$ cat config.mk
export PLATFORM = sky130hd
export DESIGN_NAME = iter_div
export DESIGN_NICKNAME = d
export VERILOG_FILES = /design/src/rtl/iter_div_pkg.sv /design/src/rtl/iter_div_step.sv /design/src/rtl/iter_div.sv
export SDC_FILE = /design/constraint.sdc
export NUM_CORES = 1
export LEC_CHECK = 0
export CORE_ASPECT_RATIO = 0.8
export CORE_MARGIN = 10
export CORE_UTILIZATION = 35
export DETAILED_ROUTE_END_ITERATION = 10
export GPL_ROUTABILITY_DRIVEN = 0
export PLACE_DENSITY = 0.51
export SLEW_MARGIN = 20
export SYNTH_ARGS = -nofsm -noshare
export SYNTH_HDL_FRONTEND = slang
export SYNTH_HIERARCHICAL = 1
export SYNTH_SLANG_ARGS = --single-unit
$ cat constraint.sdc
create_clock -name clk -period 13.6 [get_ports clk]
set_input_delay 2.72 -clock clk [delete_from_list [all_inputs] [get_ports clk]]
set_output_delay 2.72 -clock clk [all_outputs]
set_load 0.01 [all_outputs]
$ cat src/rtl/iter_div_pkg.sv
// Shared CPU definitions for the iterative divider and the hazard unit:
// divider state encoding, iteration count and EX-stage stall codes.
package iter_div_pkg;

  typedef enum logic [1:0] {
    DIV_IDLE = 2'd0,
    DIV_BUSY = 2'd1,
    DIV_DONE = 2'd2
  } div_state_t;

  // One restoring step per operand bit.
  localparam int DIV_CYCLES = 32;

  // Stall codes driven by the hazard unit; div_stop maps onto STALL_HOLD.
  localparam logic [1:0] STALL_NORMAL = 2'b00;
  localparam logic [1:0] STALL_HOLD   = 2'b01;
  localparam logic [1:0] STALL_FLUSH  = 2'b10;

endpackage

$ cat src/rtl/iter_div_step.sv
// One combinational radix-2 restoring division step on {rem, quo}.
// The shifted partial remainder is WIDTH+1 bits wide so divisors with the
// top bit set still compare correctly; the difference always fits WIDTH bits
// whenever it is kept.
module div_step
  import iter_div_pkg::*;
#(
  parameter int WIDTH = DIV_CYCLES
) (
  input  logic [WIDTH-1:0] rem,
  input  logic [WIDTH-1:0] quo,
  input  logic [WIDTH-1:0] divisor,
  output logic [WIDTH-1:0] rem_next,
  output logic [WIDTH-1:0] quo_next
);

  logic [WIDTH:0]   shifted;
  logic [WIDTH-1:0] diff;
  logic             fits;

  assign shifted = {rem, quo[WIDTH-1]};
  assign diff    = shifted[WIDTH-1:0] - divisor;
  // Trial subtraction is non-negative when the shifted value reaches the divisor.
  assign fits    = shifted[WIDTH] | (shifted[WIDTH-1:0] >= divisor);

  // Keep the difference and shift in 1, or restore and shift in 0.
  always_comb begin
    rem_next = shifted[WIDTH-1:0];
    quo_next = {quo[WIDTH-2:0], 1'b0};
    if (fits) begin
      rem_next = diff;
      quo_next = {quo[WIDTH-2:0], 1'b1};
    end
  end

endmodule

$ cat src/rtl/iter_div.sv
// Multi-cycle iterative divider (DIV/DIVU) for the EX stage.
// Magnitudes are divided with one restoring step per cycle, then the
// quotient/remainder signs are fixed up. div_stop holds EX until DONE.
// Optional feature macro: DIV_EARLY_OUT_EN -- when defined, a request whose
// |dividend| is below a non-zero |divisor| completes straight from IDLE.
module iter_div
  import iter_div_pkg::*;
#(
  parameter int WIDTH = DIV_CYCLES,
  parameter int CNT_W = 6
) (
  input  logic             clk,
  input  logic             reset,
  input  logic             div_req,
  input  logic             div_signed,
  input  logic [WIDTH-1:0] src1,
  input  logic [WIDTH-1:0] src2,
  input  logic             es_go,
  input  logic             flush,
  output logic             div_stop,
  output logic             div_done,
  output logic [WIDTH-1:0] quotient,
  output logic [WIDTH-1:0] remainder
);

  div_state_t       state;
  logic [CNT_W-1:0] count;
  logic [WIDTH-1:0] rem_acc;
  logic [WIDTH-1:0] quo_acc;
  logic [WIDTH-1:0] divisor_mag;
  logic             sign1;
  logic             sign2;
  logic             is_signed;

  logic             src1_neg;
  logic             src2_neg;
  logic [WIDTH-1:0] abs1;
  logic [WIDTH-1:0] abs2;
  logic             early_out;
  logic [WIDTH-1:0] rem_step;
  logic [WIDTH-1:0] quo_step;

  function automatic logic [WIDTH-1:0] negate(input logic [WIDTH-1:0] v);
    return ~v + WIDTH'(1);
  endfunction

  // Quotient is negative when the operand signs differ.
  function automatic logic [WIDTH-1:0] fix_quo(input logic [WIDTH-1:0] mag,
                                               input logic sgn, input logic s1,
                                               input logic s2);
    return (sgn & (s1 ^ s2)) ? negate(mag) : mag;
  endfunction

  // Remainder takes the sign of the dividend.
  function automatic logic [WIDTH-1:0] fix_rem(input logic [WIDTH-1:0] mag,
                                               input logic sgn, input logic s1);
    return (sgn & s1) ? negate(mag) : mag;
  endfunction

  assign src1_neg = div_signed & src1[WIDTH-1];
  assign src2_neg = div_signed & src2[WIDTH-1];
  assign abs1     = src1_neg ? negate(src1) : src1;
  assign abs2     = src2_neg ? negate(src2) : src2;

`ifdef DIV_EARLY_OUT_EN
  assign early_out = (src2 != '0) && (abs1 < abs2);
`else
  assign early_out = 1'b0;
`endif

  // Hold EX from the request cycle until the result is ready.
  assign div_stop = div_req & (state != DIV_DONE) & ~flush;

  div_step #(.WIDTH(WIDTH)) u_step (
    .rem      (rem_acc),
    .quo      (quo_acc),
    .divisor  (divisor_mag),
    .rem_next (rem_step),
    .quo_next (quo_step)
  );

  // Divider FSM: operand capture, iteration, sign fixup and handshake.
  always_ff @(posedge clk) begin
    if (reset) begin
      state       <= DIV_IDLE;
      count       <= '0;
      quotient    <= '0;
      remainder   <= '0;
      div_done    <= 1'b0;
      rem_acc     <= '0;
      quo_acc     <= '0;
      divisor_mag <= '0;
      sign1       <= 1'b0;
      sign2       <= 1'b0;
      is_signed   <= 1'b0;
    end else if (flush) begin
      state    <= DIV_IDLE;
      div_done <= 1'b0;
    end else begin
      case (state)
        DIV_IDLE: begin
          if (div_req) begin
            if (early_out) begin
              state     <= DIV_DONE;
              div_done  <= 1'b1;
              quotient  <= '0;
              remainder <= src1;
            end else begin
              state       <= DIV_BUSY;
              count       <= '0;
              rem_acc     <= '0;
              quo_acc     <= abs1;
              divisor_mag <= abs2;
              sign1       <= src1[WIDTH-1];
              sign2       <= src2[WIDTH-1];
              is_signed   <= div_signed;
            end
          end
        end
        DIV_BUSY: begin
          rem_acc <= rem_step;
          quo_acc <= quo_step;
          count   <= count + CNT_W'(1);
          if (count == CNT_W'(WIDTH - 1)) begin
            state     <= DIV_DONE;
            div_done  <= 1'b1;
            quotient  <= fix_quo(quo_step, is_signed, sign1, sign2);
            remainder <= fix_rem(rem_step, is_signed, sign1);
          end
        end
        DIV_DONE: begin
          // Stay here until EX advances, even with div_req still high.
          if (es_go) begin
            state    <= DIV_IDLE;
            div_done <= 1'b0;
          end
        end
        default: begin
          state    <= DIV_IDLE;
          div_done <= 1'b0;
        end
      endcase
    end
  end

endmodule

**Yosys cells after proc, flatten, opt, wreduce, memory -nomap -nowiden**

Index checks and enable logic that the tools add are counted.

- Register bits: 172
- Output and inout port bits: 66

- $add $sub $neg: 6
- Order comparisons: 1
- Eq/ne operators: 7
- Mux-type cells: 19
- Bitwise gates (word level): 14
- Reductions and logical operators: 8

Operators with widths:

| kind | number |
|---|---|
| $mux W32 | 7 |
| $add A32 B1 Y32 const B | 4 |
| $not A32 Y32 | 4 |
| $pmux W32 S2 | 2 |
| $ge A32 B32 Y1 | 1 |
| $sub A32 B32 Y32 | 1 |
| $reduce_and A3 Y1 | 5 |
| $pmux W6 S2 | 1 |
| $ne A2 B2 Y1 const B | 4 |
| $add A6 B1 Y6 const B | 1 |
| $and A1 B1 Y1 | 6 |
| $eq A6 B5 Y1 const B | 1 |
| $mux W2 | 3 |
| $mux W6 | 1 |
| $pmux W2 S3 | 1 |
| $mux W1 | 3 |
| $pmux W1 S3 | 1 |
| $eq A2 B1 Y1 const B | 1 |
| $eq A2 B2 Y1 const B | 1 |
| $logic_not A2 Y1 | 1 |
| $not A1 Y1 | 2 |
| $reduce_bool A2 Y1 | 1 |
| $reduce_or A2 Y1 | 1 |
| $or A1 B1 Y1 | 1 |
| $xor A1 B1 Y1 | 1 |

**Longest topological paths before layout**

- Word-level depth: 6
- Gate-level depth with buffers: 21
- Mapped depth without buffers: 18

**Cells and area by module**

Netlist, hierarchy kept.

Modules (own cells, without submodules):

| module | instances | cells an instance | area each (µm²) |
|---|---|---|---|
| iter_div | 1 | 1,156 | 9,340.2 |
| div_step | 1 | 369 | 2,753.9 |

**Worst setup path after synthesis**

No wires, ideal clock.

- Path type: input to output
- Start: input flush
- End: output div_stop
- Data arrival time: 3,248 ps
- Setup slack: 7,632 ps
- Stages on the path: 3
- Cell sequence: clkbuf_1 nand2b_1 a21oi_1

- Cells in the longest elaborated chain, start to end: 2

RTL lines:

| item | RTL line | text |
|---|---|---|
| start, declared | iter_div.sv:19 | `input logic flush,` |
| $not A1 Y1 (no line) | -- |  |
| $and A1 B1 Y1 | iter_div.sv:72 | `assign div_stop = div_req & (state != DIV_DONE) & ~flush;` |
| end, declared | iter_div.sv:20 | `output logic div_stop,` |

Every way passes these cells.

**Worst setup path in the final report**

Same ends and word-level chain as after synthesis.

==> impl_summary.log <==
INFO  metric status = finished clean
INFO  metric period_needed = 6977 ps
INFO  metric worst-endpoint-required = 10880 ps
INFO  metric synthTopCellsByArea = sky130_fd_sc_hd__dfxtp_1 (28%), sky130_fd_sc_hd__nor2_1 (5.9%), sky130_fd_sc_hd__xnor2_1 (5.0%), sky130_fd_sc_hd__a21oi_1 (3.8%), sky130_fd_sc_hd__ha_1 (3.8%)
INFO  metric grt_antenna_before_repair = 0
INFO  metric netSwitchingFraction = 33.30%
INFO  metric first_global_vias = 10190
INFO  metric arrival_time_of_data_at_the_critical_path_endpoint = 4260 ps
INFO  metric synth-seq-cells = 172
INFO  metric detailed_route_iter0_violations = 1058
INFO  metric combPwrFrac = 26.7%
INFO  metric netlist.area_leader.share = 28.47%
INFO  metric post_synth_most_frequent_cells = sky130_fd_sc_hd__nor2_1 (190), sky130_fd_sc_hd__dfxtp_1 (172), sky130_fd_sc_hd__nand2_1 (105)
INFO  metric number_of_standard_cells_after_synthesis = 1525
INFO  metric finalSetupViolations = 0
INFO  metric grt_remaining_overflow = 0
INFO  metric worst_pin_slew = 1010 ps
INFO  metric sequential_fraction_of_the_synthesis_area = 28.47%
INFO  metric areaGrowthSynthToFinish = 15.69%
INFO  metric vias = 11200
INFO  metric async_flop_share = 0%
INFO  metric max_cap_violations = 0
INFO  metric layout-drive-gt1-share = 6.883%
INFO  metric globalRouteTotalUtil = 17.61%
INFO  metric endpoint_kind = primary output
INFO  metric port_buffers = 135
INFO  metric final_max_slew_viols = 0
INFO  metric count_of_pins_on_the_block_boundary = 136
INFO  metric grt_max_degree = 100
INFO  metric clk_root_buffer_cell = sky130_fd_sc_hd__clkbuf_16
INFO  metric die-area = 42440 sq um
INFO  metric synth_cell_types = 90
INFO  metric power_switching = 471.3 uW
INFO  metric synth_largest_area_cell = sky130_fd_sc_hd__dfxtp_1
INFO  metric power.ir.vdd_worst = 0.06666 mV
INFO  metric unrepaired_setup_endpoints_after_global_routing = no
INFO  metric drt-total-wl = 38860 um
INFO  metric drcViolationCount = 0
INFO  metric worst_setup_path_startpoint = flush
INFO  metric critPathMaxFanout = 9
INFO  metric crit_path_start_kind = input port
INFO  metric rr_worst_depth = 16
INFO  metric worst_r2r_startpoint = divisor_mag[19]$_SDFFE_PP0P_
INFO  metric clock_latency = 440 ps
INFO  metric share_seq_of_total_power = 37.9%
INFO  metric endpoint_of_the_most_critical_register_to_register_path = remainder[23]$_SDFFE_PP0P_
INFO  metric grt_first_pass_wirelength = 60160 um
INFO  metric hpwl = 29300 um
INFO  metric worst_hold_path_type = reg -> reg
INFO  metric numClockSinks = 172
INFO  metric max_clock_freq = 143.3 MHz
INFO  metric chipHeight = 186.3 um
INFO  metric postSynthNetCount = 1633
INFO  metric power_per_cell_area = 101.1 nW/um^2
INFO  metric fin_hold_viols = 0
INFO  metric worst_hold_startpoint = quotient[17]$_SDFFE_PP0P_
INFO  metric cts_tree = done
INFO  metric ctsResizeCount = 0
INFO  metric effective_utilization_at_floorplan = 35.72%
INFO  metric cts.htree.levels = 4
INFO  metric std_cell_rows = 60
INFO  metric synth-edff-count = 0
INFO  metric fin_setup_tns = 0 ps
INFO  metric intPower = 943.8 uW
INFO  metric post_synth_instance_area = 12090 sq um
INFO  metric post_drt_via_cell_ratio = 5.505
INFO  metric post_drt_wl_per_cell = 19.11 um
INFO  metric core-area = 33860 sq um
INFO  metric path_class = in -> out
INFO  metric diodes = 0
INFO  metric nets = 1665
INFO  metric maxSlewHeadroom = 32.53%
INFO  metric setup_fix_buffers_added_after_clock_tree_synthesis = 0
INFO  metric finalCritPeriodShare = 51.30%
INFO  metric cts_inserted_buffers = 17
INFO  metric post_cts_hold_buffer_count = 0
INFO  metric ys.warnings.count = 6
INFO  metric die_width = 227.8 um
INFO  metric fin_worst_hold_slack = 455.5 ps
INFO  metric final_antenna_net_count = 0
INFO  metric synthFlopType = sky130_fd_sc_hd__dfxtp_1
INFO  metric ctsLongestPathBuffers = 2
INFO  metric post_synth.cell_area_avg = 7.931 sq um
INFO  metric timing.reg2reg.setup_slack = 8080 ps
INFO  metric dr.pass1.iters = 5
INFO  metric clock_skew = 14.69 ps
INFO  metric clk_transition_reported_paths = 70 ps
INFO  metric clock_power_share = 35.4%
INFO  metric timing.hold.worst_endpoint = quotient[17]$_SDFFE_PP0P_
INFO  metric p_leak = 0.004908 uW
INFO  metric min_delay_path_depth = 2
INFO  metric yosysMostFrequentCell = sky130_fd_sc_hd__nor2_1
cell type report:
type                    count  area (sq um)
clock buffers              18         429.2
clock inverters            13         161.4
fillers                  3484         19870
inverters                  63         236.5
multi-input cells        1156          7701
flip-flops and latches    172          3443
well taps                 465         581.8
repair buffers            147          1439
cells by family (layout without fill, tap and decap cells):
group,after synthesis,in the layout,share of synthesized area (%)
XOR/XNOR,114,114,8.256
AO/OA/AOI/OAI,423,423,24.17
flip-flops,172,172,28.47
AND/OR/NAND/NOR,532,532,21.86
multiplexers,49,49,5.080
buffers and inverters,197,241,8.173
adder cells (fa/ha/maj),38,38,3.993
worst max path at each step:
stage	endpoint	slack, ps	depth (start not counted)
final	div_stop	6620	4
after global routing	div_stop	6540	4
after CTS	div_stop	6630	4
after detailed placement	div_stop	6650	4
after global placement	div_stop	6620	4
after floorplan	div_stop	7630	3
cells in the final DEF, fill, tap and decap left out, types with 13 or more instances in the layout:
cell type and count:
sky130_fd_sc_hd__dfxtp_1 172, sky130_fd_sc_hd__nand4_1 23, sky130_fd_sc_hd__o22ai_1 17, sky130_fd_sc_hd__or4_1 18
sky130_fd_sc_hd__nor4_1 22, sky130_fd_sc_hd__o41ai_1 17, sky130_fd_sc_hd__xnor2_1 69, sky130_fd_sc_hd__nor3_1 40
sky130_fd_sc_hd__and3_1 16, sky130_fd_sc_hd__buf_4 13, sky130_fd_sc_hd__a21oi_1 93, sky130_fd_sc_hd__a31oi_1 25
sky130_fd_sc_hd__o21ai_0 52, sky130_fd_sc_hd__clkbuf_16 17, sky130_fd_sc_hd__ha_1 37, sky130_fd_sc_hd__nor2_1 190
sky130_fd_sc_hd__a22oi_1 35, sky130_fd_sc_hd__clkdlybuf4s50_1 134, sky130_fd_sc_hd__or3_1 17, sky130_fd_sc_hd__inv_1 63
sky130_fd_sc_hd__xor2_1 45, sky130_fd_sc_hd__nand2_1 104, sky130_fd_sc_hd__a211oi_1 59, sky130_fd_sc_hd__nand3_1 31
sky130_fd_sc_hd__nand2b_1 14, sky130_fd_sc_hd__mux2_4 24, sky130_fd_sc_hd__mux2i_1 22
power groups by stage:
stage	logic, uW	registers, uW	clock network (uW)
after floorplan	291	535	0
after global placement	370	547	0
final	378	536	501
after global routing	414	538	532
after detailed placement	373	547	0
after CTS	374	535	514
worst max-delay path, cell delays in order:
cell                              delay, ps
sky130_fd_sc_hd__clkdlybuf4s50_1        580
sky130_fd_sc_hd__nand2b_1               260
sky130_fd_sc_hd__a21oi_1                140
sky130_fd_sc_hd__clkdlybuf4s50_1        560
state kept, by name, indices dropped and copies added, names as in the netlist:
name and count:
count 6, div_done 1, divisor_mag 32, is_signed 1, quo_acc 32, quotient 32, rem_acc 32, remainder 32
sign1 1, sign2 1, state 2
layer usage:
layer  wire, um  track usage, %  part of all wire [%]
met1      21420           27.75                    55
met5          0               0                     0
met3       2076           3.407                   5.3
met2      15050           23.52                    39
met4        322           3.590                  0.83
metrics by stage:
| stage | area [sq um] | util, % | power (uW) | setup slack, ps | std cells |
|---|---|---|---|---|---|
| after floorplan | 12090 | - | 825.3 | 7632 | 1525 |
| after global placement | 13390 | 39.55 | 916.5 | 6625 | 2003 |
| after detailed placement | 13390 | 39.55 | 919.8 | 6645 | 2003 |
| after CTS | 13980 | 41.29 | 1423 | 6629 | 2034 |
| after global routing | 13990 | 41.33 | 1484 | 6542 | 2034 |
| final | 13990 | 41.33 | 1415 | 6623 | 2034 |
No activity file was read; power rests on OpenSTA's default activity.
